## src/rtl/i2s_pkg.sv

```systemverilog
// Shared sample and stereo-pair types for the I2S transmitter slice.
package i2s_pkg;

    localparam int SAMPLE_W = 24;

    typedef logic [SAMPLE_W-1:0] sample_t;

    typedef struct packed {
        sample_t left;
        sample_t right;
    } stereo_t;

endpackage

```

## src/rtl/i2s_master_tx_if.sv

```systemverilog
// Sample stream and I2S pin bundle; master = transmitter side, slave = feeder/observer.
interface i2s_master_tx_if
    import i2s_pkg::*;
#(
    parameter int DATA_W = SAMPLE_W
) ();

    logic              s_valid;
    logic              s_ready;
    logic [DATA_W-1:0] s_left;
    logic [DATA_W-1:0] s_right;
    logic              sclk;
    logic              ws;
    logic              sd;
    logic              underrun;
    logic              frame_start;

    modport master (
        input  s_valid, s_left, s_right,
        output s_ready, sclk, ws, sd, underrun, frame_start
    );

    modport slave (
        output s_valid, s_left, s_right,
        input  s_ready, sclk, ws, sd, underrun, frame_start
    );

endinterface

```

## src/rtl/i2s_clk_gen.sv

```systemverilog
// Bit-clock divider: registered sclk plus single-cycle strobes on the clk cycle before each edge.
module i2s_clk_gen
    import i2s_pkg::*;
#(
    parameter int CLK_DIV = 4
) (
    input  logic clk,
    input  logic rst_n,
    input  logic en,
    output logic sclk,
    output logic fall,
    output logic rise
);

    localparam int            CW   = (CLK_DIV > 1) ? $clog2(CLK_DIV) : 1;
    localparam logic [CW-1:0] LAST = CW'(CLK_DIV - 1);

    logic [CW-1:0] div_cnt;
    logic          toggle;

    assign toggle = en && (div_cnt == LAST);
    assign fall   = toggle && sclk;
    assign rise   = toggle && !sclk;

    // Disabling parks sclk low so the first edge after enable is always a rise.
    always_ff @(posedge clk or negedge rst_n) begin
        if (!rst_n) begin
            div_cnt <= '0;
            sclk    <= 1'b0;
        end else if (!en) begin
            div_cnt <= '0;
            sclk    <= 1'b0;
        end else if (toggle) begin
            div_cnt <= '0;
            sclk    <= ~sclk;
        end else begin
            div_cnt <= div_cnt + CW'(1);
        end
    end

endmodule

```

## src/rtl/i2s_master_tx.sv

```systemverilog
// Philips I2S master transmitter with a one-pair holding register.
// Define I2S_TX_HOLD_LAST_EN to repeat the last pair on underrun instead of sending zeros.
module i2s_master_tx
    import i2s_pkg::*;
#(
    parameter int DATA_W  = SAMPLE_W,
    parameter int SLOT_W  = 32,
    parameter int CLK_DIV = 4
) (
    input  logic                   clk,
    input  logic                   rst_n,
    input  logic                   en,
    i2s_master_tx_if.master        bus
);

    localparam int            BW        = $clog2(2 * SLOT_W);
    localparam logic [BW-1:0] LAST_B    = BW'(2 * SLOT_W - 1);
    localparam logic [BW-1:0] WS_RISE   = BW'(SLOT_W - 1);
    localparam logic [BW-1:0] LEFT_END  = BW'(DATA_W);
    localparam logic [BW-1:0] RIGHT_BEG = BW'(SLOT_W);
    localparam logic [BW-1:0] RIGHT_END = BW'(SLOT_W + DATA_W);

    logic              fall;
    logic              rise_unused;
    logic [BW-1:0]     b;
    logic              load;
    logic              wr;
    logic              hold_empty;
    logic [DATA_W-1:0] hold_left;
    logic [DATA_W-1:0] hold_right;
    logic [DATA_W-1:0] src_left;
    logic [DATA_W-1:0] src_right;
    logic [DATA_W-1:0] left_sh;
    logic [DATA_W-1:0] right_sh;
`ifdef I2S_TX_HOLD_LAST_EN
    logic [DATA_W-1:0] last_left;
    logic [DATA_W-1:0] last_right;
`endif

    i2s_clk_gen #(
        .CLK_DIV (CLK_DIV)
    ) u_clk_gen (
        .clk   (clk),
        .rst_n (rst_n),
        .en    (en),
        .sclk  (bus.sclk),
        .fall  (fall),
        .rise  (rise_unused)
    );

    assign load        = fall && (b == '0);
    assign wr          = bus.s_valid && hold_empty;
    assign bus.s_ready = hold_empty;

    always_comb begin
        src_left  = hold_left;
        src_right = hold_right;
        if (hold_empty) begin
`ifdef I2S_TX_HOLD_LAST_EN
            src_left  = last_left;
            src_right = last_right;
`else
            src_left  = '0;
            src_right = '0;
`endif
        end
    end

    // A write landing on the load cycle is kept for the next frame; this frame underruns.
    always_ff @(posedge clk or negedge rst_n) begin
        if (!rst_n) begin
            hold_empty <= 1'b1;
            hold_left  <= '0;
            hold_right <= '0;
        end else if (wr) begin
            hold_empty <= 1'b0;
            hold_left  <= bus.s_left;
            hold_right <= bus.s_right;
        end else if (load) begin
            hold_empty <= 1'b1;
        end
    end

`ifdef I2S_TX_HOLD_LAST_EN
    always_ff @(posedge clk or negedge rst_n) begin
        if (!rst_n) begin
            last_left  <= '0;
            last_right <= '0;
        end else if (en && load) begin
            last_left  <= src_left;
            last_right <= src_right;
        end
    end
`endif

    // ws and sd change only on falling sclk so the receiver can sample on the rise.
    always_ff @(posedge clk or negedge rst_n) begin
        if (!rst_n) begin
            b               <= '0;
            bus.ws          <= 1'b0;
            bus.sd          <= 1'b0;
            bus.underrun    <= 1'b0;
            bus.frame_start <= 1'b0;
            left_sh         <= '0;
            right_sh        <= '0;
        end else begin
            bus.underrun    <= 1'b0;
            bus.frame_start <= 1'b0;
            if (!en) begin
                b      <= '0;
                bus.ws <= 1'b0;
                bus.sd <= 1'b0;
            end else if (fall) begin
                b      <= (b == LAST_B) ? '0 : b + BW'(1);
                bus.ws <= (b >= WS_RISE) && (b != LAST_B);
                if (load) begin
                    bus.frame_start <= 1'b1;
                    bus.underrun    <= hold_empty;
                    bus.sd          <= src_left[DATA_W-1];
                    left_sh         <= src_left << 1;
                    right_sh        <= src_right;
                end else if (b < LEFT_END) begin
                    bus.sd  <= left_sh[DATA_W-1];
                    left_sh <= left_sh << 1;
                end else if ((b >= RIGHT_BEG) && (b < RIGHT_END)) begin
                    bus.sd   <= right_sh[DATA_W-1];
                    right_sh <= right_sh << 1;
                end else begin
                    bus.sd <= 1'b0;
                end
            end
        end
    end

endmodule
```

## src/flat_wrapper.sv

```systemverilog
// flat-port wrapper written by rule: the top's interface ports become plain ports
module i2s_master_tx_flat import i2s_pkg::*;
#(
    parameter int DATA_W  = SAMPLE_W,
    parameter int SLOT_W  = 32,
    parameter int CLK_DIV = 4
)
  (clk, rst_n, en, bus_s_valid, bus_s_left, bus_s_right, bus_s_ready, bus_sclk, bus_ws, bus_sd, bus_underrun, bus_frame_start);
  i2s_master_tx_if #(.DATA_W(DATA_W)) bus_i ();
  input  logic clk;
  input  logic rst_n;
  input  logic en;
  input wire logic [$bits(bus_i.s_valid)-1:0] bus_s_valid;
  input wire logic [$bits(bus_i.s_left)-1:0] bus_s_left;
  input wire logic [$bits(bus_i.s_right)-1:0] bus_s_right;
  output wire logic [$bits(bus_i.s_ready)-1:0] bus_s_ready;
  output wire logic [$bits(bus_i.sclk)-1:0] bus_sclk;
  output wire logic [$bits(bus_i.ws)-1:0] bus_ws;
  output wire logic [$bits(bus_i.sd)-1:0] bus_sd;
  output wire logic [$bits(bus_i.underrun)-1:0] bus_underrun;
  output wire logic [$bits(bus_i.frame_start)-1:0] bus_frame_start;
  assign bus_i.s_valid = bus_s_valid;
  assign bus_i.s_left = bus_s_left;
  assign bus_i.s_right = bus_s_right;
  assign bus_s_ready = bus_i.s_ready;
  assign bus_sclk = bus_i.sclk;
  assign bus_ws = bus_i.ws;
  assign bus_sd = bus_i.sd;
  assign bus_underrun = bus_i.underrun;
  assign bus_frame_start = bus_i.frame_start;
  i2s_master_tx #(.DATA_W(DATA_W), .SLOT_W(SLOT_W), .CLK_DIV(CLK_DIV)) u_core (.clk(clk), .rst_n(rst_n), .en(en), .bus(bus_i));
endmodule
```

## config.mk

```make
export PLATFORM = sky130hd
export DESIGN_NAME = i2s_master_tx_flat
export DESIGN_NICKNAME = d
export VERILOG_FILES = /design/src/rtl/i2s_pkg.sv /design/src/rtl/i2s_master_tx_if.sv /design/src/rtl/i2s_clk_gen.sv /design/src/rtl/i2s_master_tx.sv /design/src/flat_wrapper.sv
export SDC_FILE = /design/constraint.sdc
export NUM_CORES = 1
export LEC_CHECK = 0
export CORE_MARGIN = 5
export CORE_UTILIZATION = 30
export DETAILED_ROUTE_END_ITERATION = 8
export SETUP_SLACK_MARGIN = 0.15
export SLEW_MARGIN = 20
export SYNTH_ARGS = -nofsm -noshare
export SYNTH_HDL_FRONTEND = slang
export SYNTH_SLANG_ARGS = --single-unit
```

## constraint.sdc

```tcl
create_clock -name clk -period 2.8 [get_ports clk]
set_input_delay 0.56 -clock clk [delete_from_list [all_inputs] [get_ports clk]]
set_output_delay 0.56 -clock clk [all_outputs]
set_load 0.01 [all_outputs]
```

======== Word level (Yosys, flattened, before mapping) ========
Index checks and enable logic that the tools add are counted.
operators by class
  reduce and logical (&&, ||, !) cells .... 12
  equality and inequality tests ........... 6
  multiply operators ...................... 0
  bitwise gates (word level) .............. 1
  $add $sub $neg .......................... 2
  magnitude comparators ................... 4
  shift operators ......................... 0
  divide/modulo/power cells ............... 0
  multiplexer cells ....................... 29
operators by type and width
  kind                                                                                 number
  24-bit 2-to-1 mux                                                                    7
  6-bit 2-to-1 mux                                                                     3
  1-bit 2-to-1 mux                                                                     17
  6-bit by 1-bit adder with 6-bit output, second input constant                        1
  6-bit == test, second input constant                                                 1
  6-bit by 5-bit greater-or-equal comparator with 1-bit output, second input constant  1
  6-bit greater-or-equal comparator, second input constant                             1
  1-bit logical AND                                                                    6
  6-bit logical NOT                                                                    1
  6-bit by 5-bit < comparator with 1-bit output, second input constant                 1
  6-bit < comparator, second input constant                                            1
  2-bit by 1-bit inequality test with 1-bit output, second input constant              3
  6-bit inequality test, second input constant                                         1
  2-bit nonzero test                                                                   3
  2-bit 2-to-1 mux                                                                     2
  4-bit AND reduction                                                                  1
  3-bit AND reduction                                                                  1
  2-bit by 1-bit adder with 2-bit output, second input constant                        1
  2-bit == test, second input constant                                                 1
  1-bit NOT                                                                            1
storage, ports and cells
  flip-flop bits (word level) ............. 110
  RAM bits ................................ 0
  memories ................................ 0
  memory bits (read-only) ................. 0
  latch bits .............................. 0

======== Depth between registers and ports, before layout ========
Gate-level depths: netlist (run 1).
  depth in word-level cells ............... 7
  depth in mapped cells ................... 8
  gate-level depth less buffers ........... 6

======== Hierarchy ========
From an unflattened synthesis (run 1), not the netlist that was laid out.
unflattened totals
  cell total of the unflattened synthesis .. 432
  area total of the unflattened synthesis .. 4918.5 um^2
modules (own cells, without submodules)
  module         instances  cells an instance  area each (um^2)
  i2s_master_tx  1          421                4783.3
  i2s_clk_gen    1          11                 135.1

======== Worst setup path after synthesis (run 1) ========
Ideal clock, no wire load.
  kind .................................... reg-to-reg
  from .................................... reg u_core.b[0]
  to ...................................... reg u_core.bus.sd
  stages on the path, launching flop included .. 9
  arrival time ............................ 1.830 ns
  buffers on the path ..................... 2
  library setup time ...................... 0.066 ns
  clock period less this slack ............ 1.896 ns
  data required time ...................... 2.734 ns
  path slack .............................. 0.904 ns
  path through ............................ dfrtp_1 > inv_1 > ha_1 > or4b_4 > nor4_4 > buf_6 > buf_12 > nand2_1 > nand3_2
between the ends
  cells in the longest elaborated chain, start to end .. 7
  elaborated cells between the ends (all ways) .. 11
  those cells by class .................... order compare: 3; mux: 5; reduce/logical: 3
ends and longest elaborated chain
  what                                                                            line                    source
  start: declaration                                                              i2s_master_tx.sv:25     logic [BW-1:0] b;
  start signal: assignment                                                        i2s_master_tx.sv:114    b <= (b == LAST_B) ? '0 : b + BW'(1);
  6-bit greater-or-equal comparator / 6-bit < comparator (equally long branches)  i2s_master_tx.sv:125    end else if ((b >= RIGHT_BEG) && (b < RIGHT_END)) begin
  1-bit logical AND                                                               i2s_master_tx.sv:125
  1-bit 2-to-1 mux                                                                i2s_master_tx.sv:125
  1-bit 2-to-1 mux                                                                i2s_master_tx.sv:122    end else if (b < LEFT_END) begin
  1-bit 2-to-1 mux *                                                              i2s_master_tx.sv:116    if (load) begin
  1-bit 2-to-1 mux *                                                              i2s_master_tx.sv:113    end else if (fall) begin
  1-bit 2-to-1 mux *                                                              i2s_master_tx.sv:109    if (!en) begin
  end signal: assignment                                                          i2s_master_tx.sv:119    bus.sd <= src_left[DATA_W-1];
  end signal: assignment                                                          i2s_master_tx.sv:123    bus.sd <= left_sh[DATA_W-1];
  end signal: assignment                                                          i2s_master_tx.sv:126    bus.sd <= right_sh[DATA_W-1];
  end: declaration                                                                i2s_master_tx_if.sv:20  output s_ready, sclk, ws, sd, underrun, frame_start
Mark *: on every way between the ends. The rest lies on a longest branch, timed or not. The select of a mux whose other input is x is not followed.
A chain may end at the register's enable or synchronous reset.

======== Worst setup path after layout (run 1) ========
  from .................................... in en
  to ...................................... reg u_core.left_sh[10]
between the ends
  cells in the longest elaborated chain, start to end .. 5
  elaborated cells between the ends (all ways) .. 6
  those cells by class .................... mux: 1; reduce/logical: 5
ends and longest elaborated chain
  what                                  line                  source
  start: declaration                    flat_wrapper.sv:12    input logic en;
  1-bit logical AND                     i2s_clk_gen.sv:21     assign toggle = en && (div_cnt == LAST);
  1-bit logical AND                     i2s_clk_gen.sv:22     assign fall = toggle && sclk;
  1-bit logical AND                     i2s_master_tx.sv:51   assign load = fall && (b == '0);
  2-bit nonzero test (no source line)   -
  3-bit AND reduction (no source line)  -
  end signal: assignment                i2s_master_tx.sv:120  left_sh <= src_left << 1;
  end signal: assignment                i2s_master_tx.sv:124  left_sh <= left_sh << 1;
  end: declaration                      i2s_master_tx.sv:33   logic [DATA_W-1:0] left_sh;
Parallel ways exist; a longest one is shown, timed or not.

==> results of run 1 <==
==> final timing paths <==
check | slack, ns | cells past startpoint | to | startpoint
setup / recovery | 0.61 | 7 | u_core.left_sh[10]$_DFFE_PN0P_ | en
hold / removal | 0.20 | 1 | u_core.bus.sd$_DFFE_PN0P_ | rst_n
setup reg to reg | 0.82 | 6 | u_core.left_sh[22]$_DFFE_PN0P_ | u_core.b[0]$_DFFE_PN0P_
hold reg to reg | 0.44 | 1 | u_core.u_clk_gen.div_cnt[0]$_DFF_PN0_ | u_core.u_clk_gen.div_cnt[0]$_DFF_PN0_
max in group asynchronous | 1.83 | 2 | u_core.right_sh[15]$_DFFE_PN0P_ | rst_n
min in group clk | 0.44 | 1 | u_core.u_clk_gen.div_cnt[0]$_DFF_PN0_ | u_core.u_clk_gen.div_cnt[0]$_DFF_PN0_
==> Yosys cell counts, drive strengths merged (2+ instances only) <==
cell type / n / area share (%)
dfrtp: 108 / 58
mux2: 49 / 12
nand2: 44 / 3.5
a22oi: 23 / 3.8
a22o: 22 / 4.4
a21o: 20 / 3.2
clkbuf: 15 / 1.3
nand2b: 13 / 1.7
a21oi: 11 / 1.2
buf: 10 / 2.1
nand3: 10 / 1.2
o21ai: 5 / 0.53
and2: 4 / 0.56
mux2i: 4 / 0.86
ha: 3 / 0.80
inv: 3 / 0.24
nor4: 3 / 0.86
xnor2: 3 / 0.56
a31oi: 2 / 0.27
and3: 2 / 0.27
nand4: 2 / 0.27
nor2: 2 / 0.16
nor3: 2 / 0.21
==> logic make-up (layout without fill, tap and decap cells) <==
family,Yosys count,count (layout),share of synthesized area (%)
flip-flops,109,109,58.28
buffers and inverters,28,89,3.661
AND/OR/NAND/NOR,88,88,9.968
AO/OA/AOI/OAI,86,86,13.90
multiplexers,53,53,12.64
XOR/XNOR,4,4,0.7484
adder cells (fa/ha/maj),3,3,0.8018
==> area by class of cell <==
type / instances / area [µm²] / share of cell area [%]
Sequential cell: 109 / 2729 / 46.65
Timing Repair Buffer: 70 / 690.7 / 11.81
Clock inverter: 6 / 117.6 / 2.011
Clock buffer: 10 / 239.0 / 4.086
Multi-Input combinational cell: 234 / 1798 / 30.74
Inverter: 3 / 11.26 / 0.1925
Tap cell: 211 / 264.0 / 4.513
==> state kept, by name, indices dropped and copies added (netlist names), 2 cells and up <==
name and flops:
u_core.b 6, u_core.hold_left 24, u_core.left_sh 23, u_core.right_sh 24
u_core.u_clk_gen.div_cnt 2, u_core.hold_right 24
==> layer usage <==
metal  global-route usage (%)  share of wire, %
met5                        0                 0
met2                    16.87                46
met3                    3.689               5.0
met1                    14.60                47
met4                    3.507               1.5
==> worst max-delay path, cell delays in order <==
cell and delay (ns):
clkdlybuf4s50_1 0.65, and3_1 0.37, nand3_1 0.13, buf_4 0.24, nor2_1 0.12, buf_4 0.25
a21o_1 0.15
==> power by group through the flow <==
stage / Clock (mW) / Combinational [mW] / Sequential (mW)
6_report: 1.48 / 0.604 / 2.13
5_1_grt: 1.60 / 0.677 / 2.17
3_3_place_gp: 0 / 0.594 / 2.15
2_1_floorplan: 0 / 0.427 / 2.08
4_1_cts: 1.54 / 0.620 / 2.13
3_5_place_dp: 0 / 0.617 / 2.16
==> impl_metrics.yaml, run 1 <==
synth:
  avgSynthCellArea_um2: 12.62
  synth_cell_types: 45
  synth_edf_count: 0
  synthesis.nets: 426
  seq_area_frac_synth_pct: 58.28
  syn_area_um2: 4682
  syn_inst: 371
  ys_seq_elements: 109
  synthFlopType: "dfrtp_1"
  ys_warn_count: 0
  synthArstFlopShare_pct: 100.0
clock_tree:
  cts_buffers: 9
  post-cts-setup-buffers: 0
  insertion_delay_ns: 0.35
  ctsHoldBuffers: 0
  cts.sinks: 109
  cts_root_buf: "clkbuf_16"
  cts_tree: "built"
  cts.reportedPaths.clkPinSlew_ns: 0.07
  clockBufferDepth: 2
  cts-htree-levels: 3
  post_cts_resized: 0
power:
  leakage_nw: 2.848
  p_switching_uw: 987.2
  p_int_mw: 3.228
  vdd_drop_max_mv: 0.3525
  clkPwrFrac_pct: 35.2
  p_comb_share_pct: 14.3
  powerDensity_nw_per_um2: 720.7
  power_mw: 4.216
  swShare_pct: 23.42
  p_seq_share_pct: 50.5
timing:
  clock.fmax_mhz: 455.9
  skew_ns: 0.01265
  slew_viol_final: 0
  period_needed_ns: 2.194
  worst_slew_pin_slew_ns: 0.5512
  period_share_pct: 78.34
  setup_viol: 0
  holdWs_ns: 0.2034
  hold_viol: 0
  slew_headroom_pct: 63.25
  setup_slack_ns: 0.6064
  rsz0062_at_grt: "false"
  final.setup.tns_ns: 0
finish:
  syn_to_final_growth_pct: 24.93
  drive_gt1_share_pct: 23.15
  antennaDiodeCount: 0
  fin_util_pct: 38.34
  mostFrequentLayoutCell: "dfrtp_1"
  fin_nets: 482
  final_cell_mix: "dfrtp_1, clkdlybuf4s50_1, mux2_2"
  stdcell_count: 643
  final_area_um2: 5849
  fillers: 1495
placement:
  dp.cells: 627
  placed_area_um2: 5493
  port_buffers: 57
  pre_cts_ws_ns: 0.2789
  dp_hpwl_um: 6441
  place.gp.congestion: 0.8062
floorplan:
  core_area_um2: 15260
  fp.dieH_um: 134.9
  io_pins: 58
  die-area_um2: 18200
  row_count: 45
  start_util_pct: 30.68
  die-width_um: 134.9
worst_setup_path:
  path_class: "in2reg"
  required_ns: 3.09
  cp_max_fo: 24
  cp-end-kind: "flip-flop"
  arrival_ns: 2.48
  cp-start-kind: "input port"
grt:
  grt_first_pass_wirelength_um: 15930
  grt_start_max_net_pins: 43
  track_usage_pct: 10.97
  grt_overflow: 0
  antenna_found_initial: 0
  grt_pass1_vias: 3138
hold_path:
  hp-class: "in2async"
routing:
  drtIter0Drc: 194
  via_per_inst: 4.703
  num_vias: 3024
  totalWireLength_um: 9547
  drt_pre_antenna_iters: 4
  drc: 0
  drt-wirelength-per-cell_um: 14.85
  ant_nets: 0
flow_run:
  maxCapViolCount: 0
status:
  status: "finished clean"
Power figures use the tool's default switching activity.
==> inputs of run 2 (changes only) <==
==> constraint.sdc (replaced) <==
create_clock -name clk -period 1.8 [get_ports clk]
set_input_delay 0.36 -clock clk [delete_from_list [all_inputs] [get_ports clk]]
set_output_delay 0.36 -clock clk [all_outputs]
set_load 0.01 [all_outputs]
==> impl_metrics.yaml, run 2 (synthesized netlist as in run 1, its figures left out) <==
status:
  status: "finished, violations left"
  violations: "setup timing"
routing:
  drt-wirelength-per-cell_um: 15.05
  ant_nets: 0
  num_vias: 3157
  drc: 0
  drtIter0Drc: 260
  drt_pre_antenna_iters: 4
  totalWireLength_um: 10200
  via_per_inst: 4.656
timing:
  slew_viol_final: 0
  skew_ns: 0.008592
  slew_headroom_pct: 66.59
  clock.fmax_mhz: 525.0
  hold_viol: 0
  setup_slack_ns: -0.1047
  period_needed_ns: 1.905
  setup_viol: 30
  period_share_pct: 105.8
  rsz0062_at_grt: "true"
  worst_slew_pin_slew_ns: 0.5011
hold_path:
  min_path_cells: 1
  worstHoldEndpoint: "u_core.u_clk_gen.div_cnt[0]$_DFF_PN0_"
  hp-class: "reg2reg"
  hold_path.startpoint: "u_core.u_clk_gen.div_cnt[0]$_DFF_PN0_"
floorplan:
  fp.dieH_um: 134.9
  die-width_um: 134.9
  die-area_um2: 18200
  row_count: 45
  io_pins: 58
  start_util_pct: 30.68
  core_area_um2: 15260
placement:
  dp.cells: 644
  port_buffers: 57
  placed_area_um2: 5690
  place.gp.congestion: 0.7654
  dp_hpwl_um: 6717
worst_setup_path:
  path_class: "reg2reg"
  arrival_ns: 2.19
  cp_slowest_stage_delay_ns: 0.49
  r2r_end: "u_core.left_sh[13]$_DFFE_PN0P_"
  worstRegToRegCells: 8
  required_ns: 2.09
  cp_slowest_cell: "or4b_4"
  reg2reg_slack_ns: -0.10
  crit_chain: "inv_1 -> ha_2 -> or4b_4 -> nor4_4 -> buf_4 -> buf_12 -> a22o_1 -> a21o_1"
  reg2reg_from: "u_core.b[0]$_DFFE_PN0P_"
  cp-end-kind: "flip-flop"
  cp_max_fo: 14
  cp-start-kind: "flip-flop"
finish:
  syn_to_final_growth_pct: 34.93
  fin_nets: 517
  final_area_um2: 6317
  fillers: 1430
  final_cell_mix: "dfrtp_1, clkdlybuf4s50_1, mux2_2"
  fin_util_pct: 41.40
  stdcell_count: 678
  antennaDiodeCount: 0
  mostFrequentLayoutCell: "dfrtp_1"
  largestRegisters: "u_core.hold_left x24, u_core.hold_right x24, u_core.right_sh x24"
  drive_gt1_share_pct: 31.91
clock_tree:
  insertion_delay_ns: 0.35
  cts.reportedPaths.clkPinSlew_ns: 0.07
  cts_root_buf: "clkbuf_16"
  clockBufferDepth: 2
  cts_buffers: 9
  cts.sinks: 109
  cts_tree: "built"
  cts-htree-levels: 3
flow_run:
  maxCapViolCount: 0
grt:
  track_usage_pct: 11.81
  antenna_found_initial: 0
  grt_overflow: 0
  grt_start_max_net_pins: 38
  grt_pass1_vias: 3440
  grt_first_pass_wirelength_um: 17210
power:
  leakage_nw: 3.112
  vdd_drop_max_mv: 0.5041
  power_mw: 6.295
  powerDensity_nw_per_um2: 996.5
-- run 2: changes by cell type in the layout (fill, tap and decap cells not counted), moves of 3 or more --
cell      previous run  this run
a22oi_2              1        12
clkbuf_1             0         3
a22o_4               0         4
buf_4               12        32
a22oi_1             22        11
buf_12               2         7
buf_6                0         4
buf_8                0         3
a22o_2              11         7
-- run 2: area by class of cell --
class / count / area [µm²] / area share (%)
Inverter: 3 / 11.26 / 0.1783
Timing Repair Buffer: 105 / 1091 / 17.27
Clock buffer: 12 / 236.5 / 3.743
Clock inverter: 4 / 55.05 / 0.8715
Sequential cell: 109 / 2730 / 43.22
Tap cell: 211 / 264.0 / 4.179
Multi-Input combinational cell: 234 / 1929 / 30.54
-- run 2: metal layers --
layer	track usage, %	routed length (µm)	part of all wire (%)	up-vias
met3	3.949	505	4.9	9
li1	-	-	-	1513
met4	2.715	106	1.0	0
met1	15.09	4579	45	1572
met2	19.46	5012	49	63
met5	0	0	0	-
-- run 2: what timing repair did --
action	CTS	global route
setup buffers	6	6
pin swaps	14	12
hold endpoints to repair	28	0
hold buffers	1	0
gates resized for setup	30	9
cloned	3	2
setup endpoints to repair	50	50
-- run 2: worst max path at each step --
stage                            start                              to  slack [ns]
4_1_cts        u_core.b[0]$_DFFE_PN0P_  u_core.left_sh[13]$_DFFE_PN0P_       -0.09
2_1_floorplan  u_core.b[0]$_DFFE_PN0P_       u_core.bus.sd$_DFFE_PN0P_       -0.09
6_report       u_core.b[0]$_DFFE_PN0P_  u_core.left_sh[13]$_DFFE_PN0P_       -0.10
3_3_place_gp                        en  u_core.right_sh[9]$_DFFE_PN0P_       -0.22
5_1_grt        u_core.b[0]$_DFFE_PN0P_  u_core.left_sh[13]$_DFFE_PN0P_       -0.18
3_5_place_dp                        en  u_core.right_sh[4]$_DFFE_PN0P_       -0.27
-- run 2: critical path: cells and delay by family, from the launching register on --
| kind | cells | cell delay, ns |
|---|---|---|
| flip-flops | 1 | 0.39 |
| AO/OA/AOI/OAI | 2 | 0.25 |
| adder cells (fa/ha/maj) | 1 | 0.18 |
| AND/OR/NAND/NOR | 2 | 0.65 |
| buffers and inverters | 3 | 0.37 |
-- run 2: through the flow --
stage	setup TNS, ns	setup WS, ns	hold WS [ns]
after CTS	-1.599	-0.09205	0.4432
final	-1.925	-0.1047	0.4438
after global routing	-5.172	-0.1822	0.4691
after detailed placement	-11.18	-0.2668	0.3668
after global placement	-8.466	-0.2181	0.3633
after floorplan	-1.564	-0.09023	0.06441
-- run 2: power breakdown --
group	internal (mW)	switching, mW	leakage [nW]	total [mW]
sequential	3.00	0.355	1.46	3.35
clock	1.09	0.884	0.138	1.98
combinational	0.642	0.327	1.51	0.968
==> inputs of run 3 (changes only) <==
--- a/config.mk
+++ b/config.mk
@@ -8,8 +8,11 @@
 export CORE_MARGIN = 5
 export CORE_UTILIZATION = 30
 export DETAILED_ROUTE_END_ITERATION = 8
+export DONT_BUFFER_PORTS = 1
+export MAX_ROUTING_LAYER = met4
 export SETUP_SLACK_MARGIN = 0.15
 export SLEW_MARGIN = 20
 export SYNTH_ARGS = -nofsm -noshare
 export SYNTH_HDL_FRONTEND = slang
+export SYNTH_HIERARCHICAL = 1
 export SYNTH_SLANG_ARGS = --single-unit
==> impl_metrics.yaml, run 3 <==
status:
  status: "finished, violations left"
  violations: "hold timing"
finish:
  mostFrequentLayoutCell: "dfrtp_1"
  fillers: 1608
  fin_nets: 499
  final_cell_mix: "dfrtp_1, nand2_1, mux2_2"
  final_area_um2: 5756
  fin_util_pct: 35.97
  largestRegisters: "u_core/hold_left x24, u_core/hold_right x24, u_core/right_sh x24"
  antennaDiodeCount: 0
  stdcell_count: 665
  drive_gt1_share_pct: 28.29
  syn_to_final_growth_pct: 17.20
flow_run:
  maxCapViolCount: 0
worst_setup_path:
  worstRegToRegCells: 8
  cp_max_fo: 5
  required_ns: 2.07
  reg2reg_slack_ns: 0.04
  cp-end-kind: "flip-flop"
  path_class: "reg2reg"
  arrival_ns: 2.03
  cp-start-kind: "flip-flop"
power:
  powerDensity_nw_per_um2: 887.3
  p_comb_share_pct: 7.4
  p_switching_mw: 1.223
  leakage_nw: 2.463
  p_int_mw: 3.884
  swShare_pct: 23.95
  vdd_drop_max_mv: 0.4607
  power_mw: 5.107
  clkPwrFrac_pct: 37.4
  p_seq_share_pct: 55.2
floorplan:
  fp.dieH_um: 137.9
  core_area_um2: 16000
  die-area_um2: 19030
  die-width_um: 137.9
  start_util_pct: 30.69
  row_count: 46
  io_pins: 58
timing:
  final.setup.tns_ns: 0
  slew_headroom_pct: 54.52
  hold_viol: 109
  period_needed_ns: 1.756
  slew_viol_final: 0
  setup_slack_ns: 0.04386
  setup_viol: 0
  rsz0062_at_grt: "true"
  clock.fmax_mhz: 569.4
  period_share_pct: 97.56
  worst_slew_pin_slew_ns: 0.6814
  holdWs_ns: -0.3094
  skew_ns: 0.007404
routing:
  totalWireLength_um: 10270
  drtIter0Drc: 174
  drc: 0
  via_per_inst: 4.689
  drt_pre_antenna_iters: 4
  ant_nets: 0
  num_vias: 3118
  drt-wirelength-per-cell_um: 15.45
hold_path:
  hp-class: "in2async"
placement:
  dp.cells: 636
  port_buffers: 0
  placed_area_um2: 5246
  place.gp.congestion: 0.7849
  pre_cts_ws_ns: 0.04008
  dp_hpwl_um: 6804
clock_tree:
  cts.reportedPaths.clkPinSlew_ns: 0.07
  cts.sinks: 109
  cts_tree: "built"
  cts_buffers: 9
  cts-htree-levels: 3
  cts_root_buf: "clkbuf_16"
  clockBufferDepth: 2
  insertion_delay_ns: 0.36
grt:
  grt_pass1_vias: 3191
  grt_start_max_net_pins: 110
  track_usage_pct: 11.85
  grt_overflow: 0
  antenna_found_initial: 0
  grt_first_pass_wirelength_um: 16840
synth:
  avgSynthCellArea_um2: 11.42
  syn_area_um2: 4911
  syn_inst: 430
  ys_warn_count: 6
  synthesis.nets: 485
[run 3: changes by cell type in the layout (fill, tap and decap cells not counted), moves of 12 or more]
cell	previous run	this run
a21o_1	20	0
nor2_1	1	23
nor2b_1	0	25
clkdlybuf4s50_1	54	0
a31oi_1	2	21
mux2i_1	4	26
nand2b_1	13	0
a22oi_2	12	0
o21ai_1	1	17
[run 3: worst paths after layout]
kind / start / endpoint
min: rst_n / u_core/u_clk_gen/div_cnt[0]$_DFF_PN0_
min reg2reg: u_core/u_clk_gen/div_cnt[0]$_DFF_PN0_ / u_core/u_clk_gen/div_cnt[0]$_DFF_PN0_
min in group clk: bus_s_valid / u_core/bus.s_ready$_DFFE_PN1P_
max in group asynchronous: rst_n / u_core/bus.s_ready$_DFFE_PN1P_
max: u_core/b[0]$_DFFE_PN0P_ / u_core/left_sh[2]$_DFFE_PN0P_
max reg2reg: u_core/b[0]$_DFFE_PN0P_ / u_core/left_sh[2]$_DFFE_PN0P_
[run 3: power by group through the flow]
stage	Combinational (mW)	Sequential, mW	Clock [mW]
3_5_place_dp	0.370	2.86	0
6_report	0.378	2.82	1.91
3_3_place_gp	0.357	2.86	0
4_1_cts	0.376	2.82	1.99
2_1_floorplan	0.317	2.81	0
5_1_grt	0.427	2.84	2.10
[run 3: area by class of cell]
cell class	instances	area (µm²)	area share, %
Timing Repair Buffer	32	371.6	6.457
Sequential cell	109	2729	47.41
Clock buffer	9	225.2	3.913
Clock inverter	7	60.06	1.043
Tap cell	216	270.3	4.696
Multi-Input combinational cell	285	2073	36.02
Inverter	7	26.28	0.4565
[run 3: routing by layer]
| metal | global-route usage, % | routed length, µm | vias up |
|---|---|---|---|
| met3 | 3.919 | 487 | 12 |
| met5 | - | 0 | - |
| met4 | 3.952 | 154 | 0 |
| met1 | 14.34 | 4502 | 1540 |
| met2 | 18.74 | 5128 | 56 |
| li1 | - | - | 1510 |
[run 3: repair_timing]
item                                    in CTS  in global routing
pin swaps                                    4                  8
resized for setup                           12                 24
endpoints found under the hold margin      109                109
setup buffers                                8                  2
endpoints found under the setup margin      46                 49
gates cloned                                 2                  1
[run 3: critical path, stage by stage (launching register included)]
cell and delay, ns:
dfrtp_1 0.40, inv_2 0.09, ha_4 0.12, nor4b_4 0.20, and3_4 0.30, buf_6 0.14, buf_16 0.12, nand3_2 0.07
a31oi_1 0.23
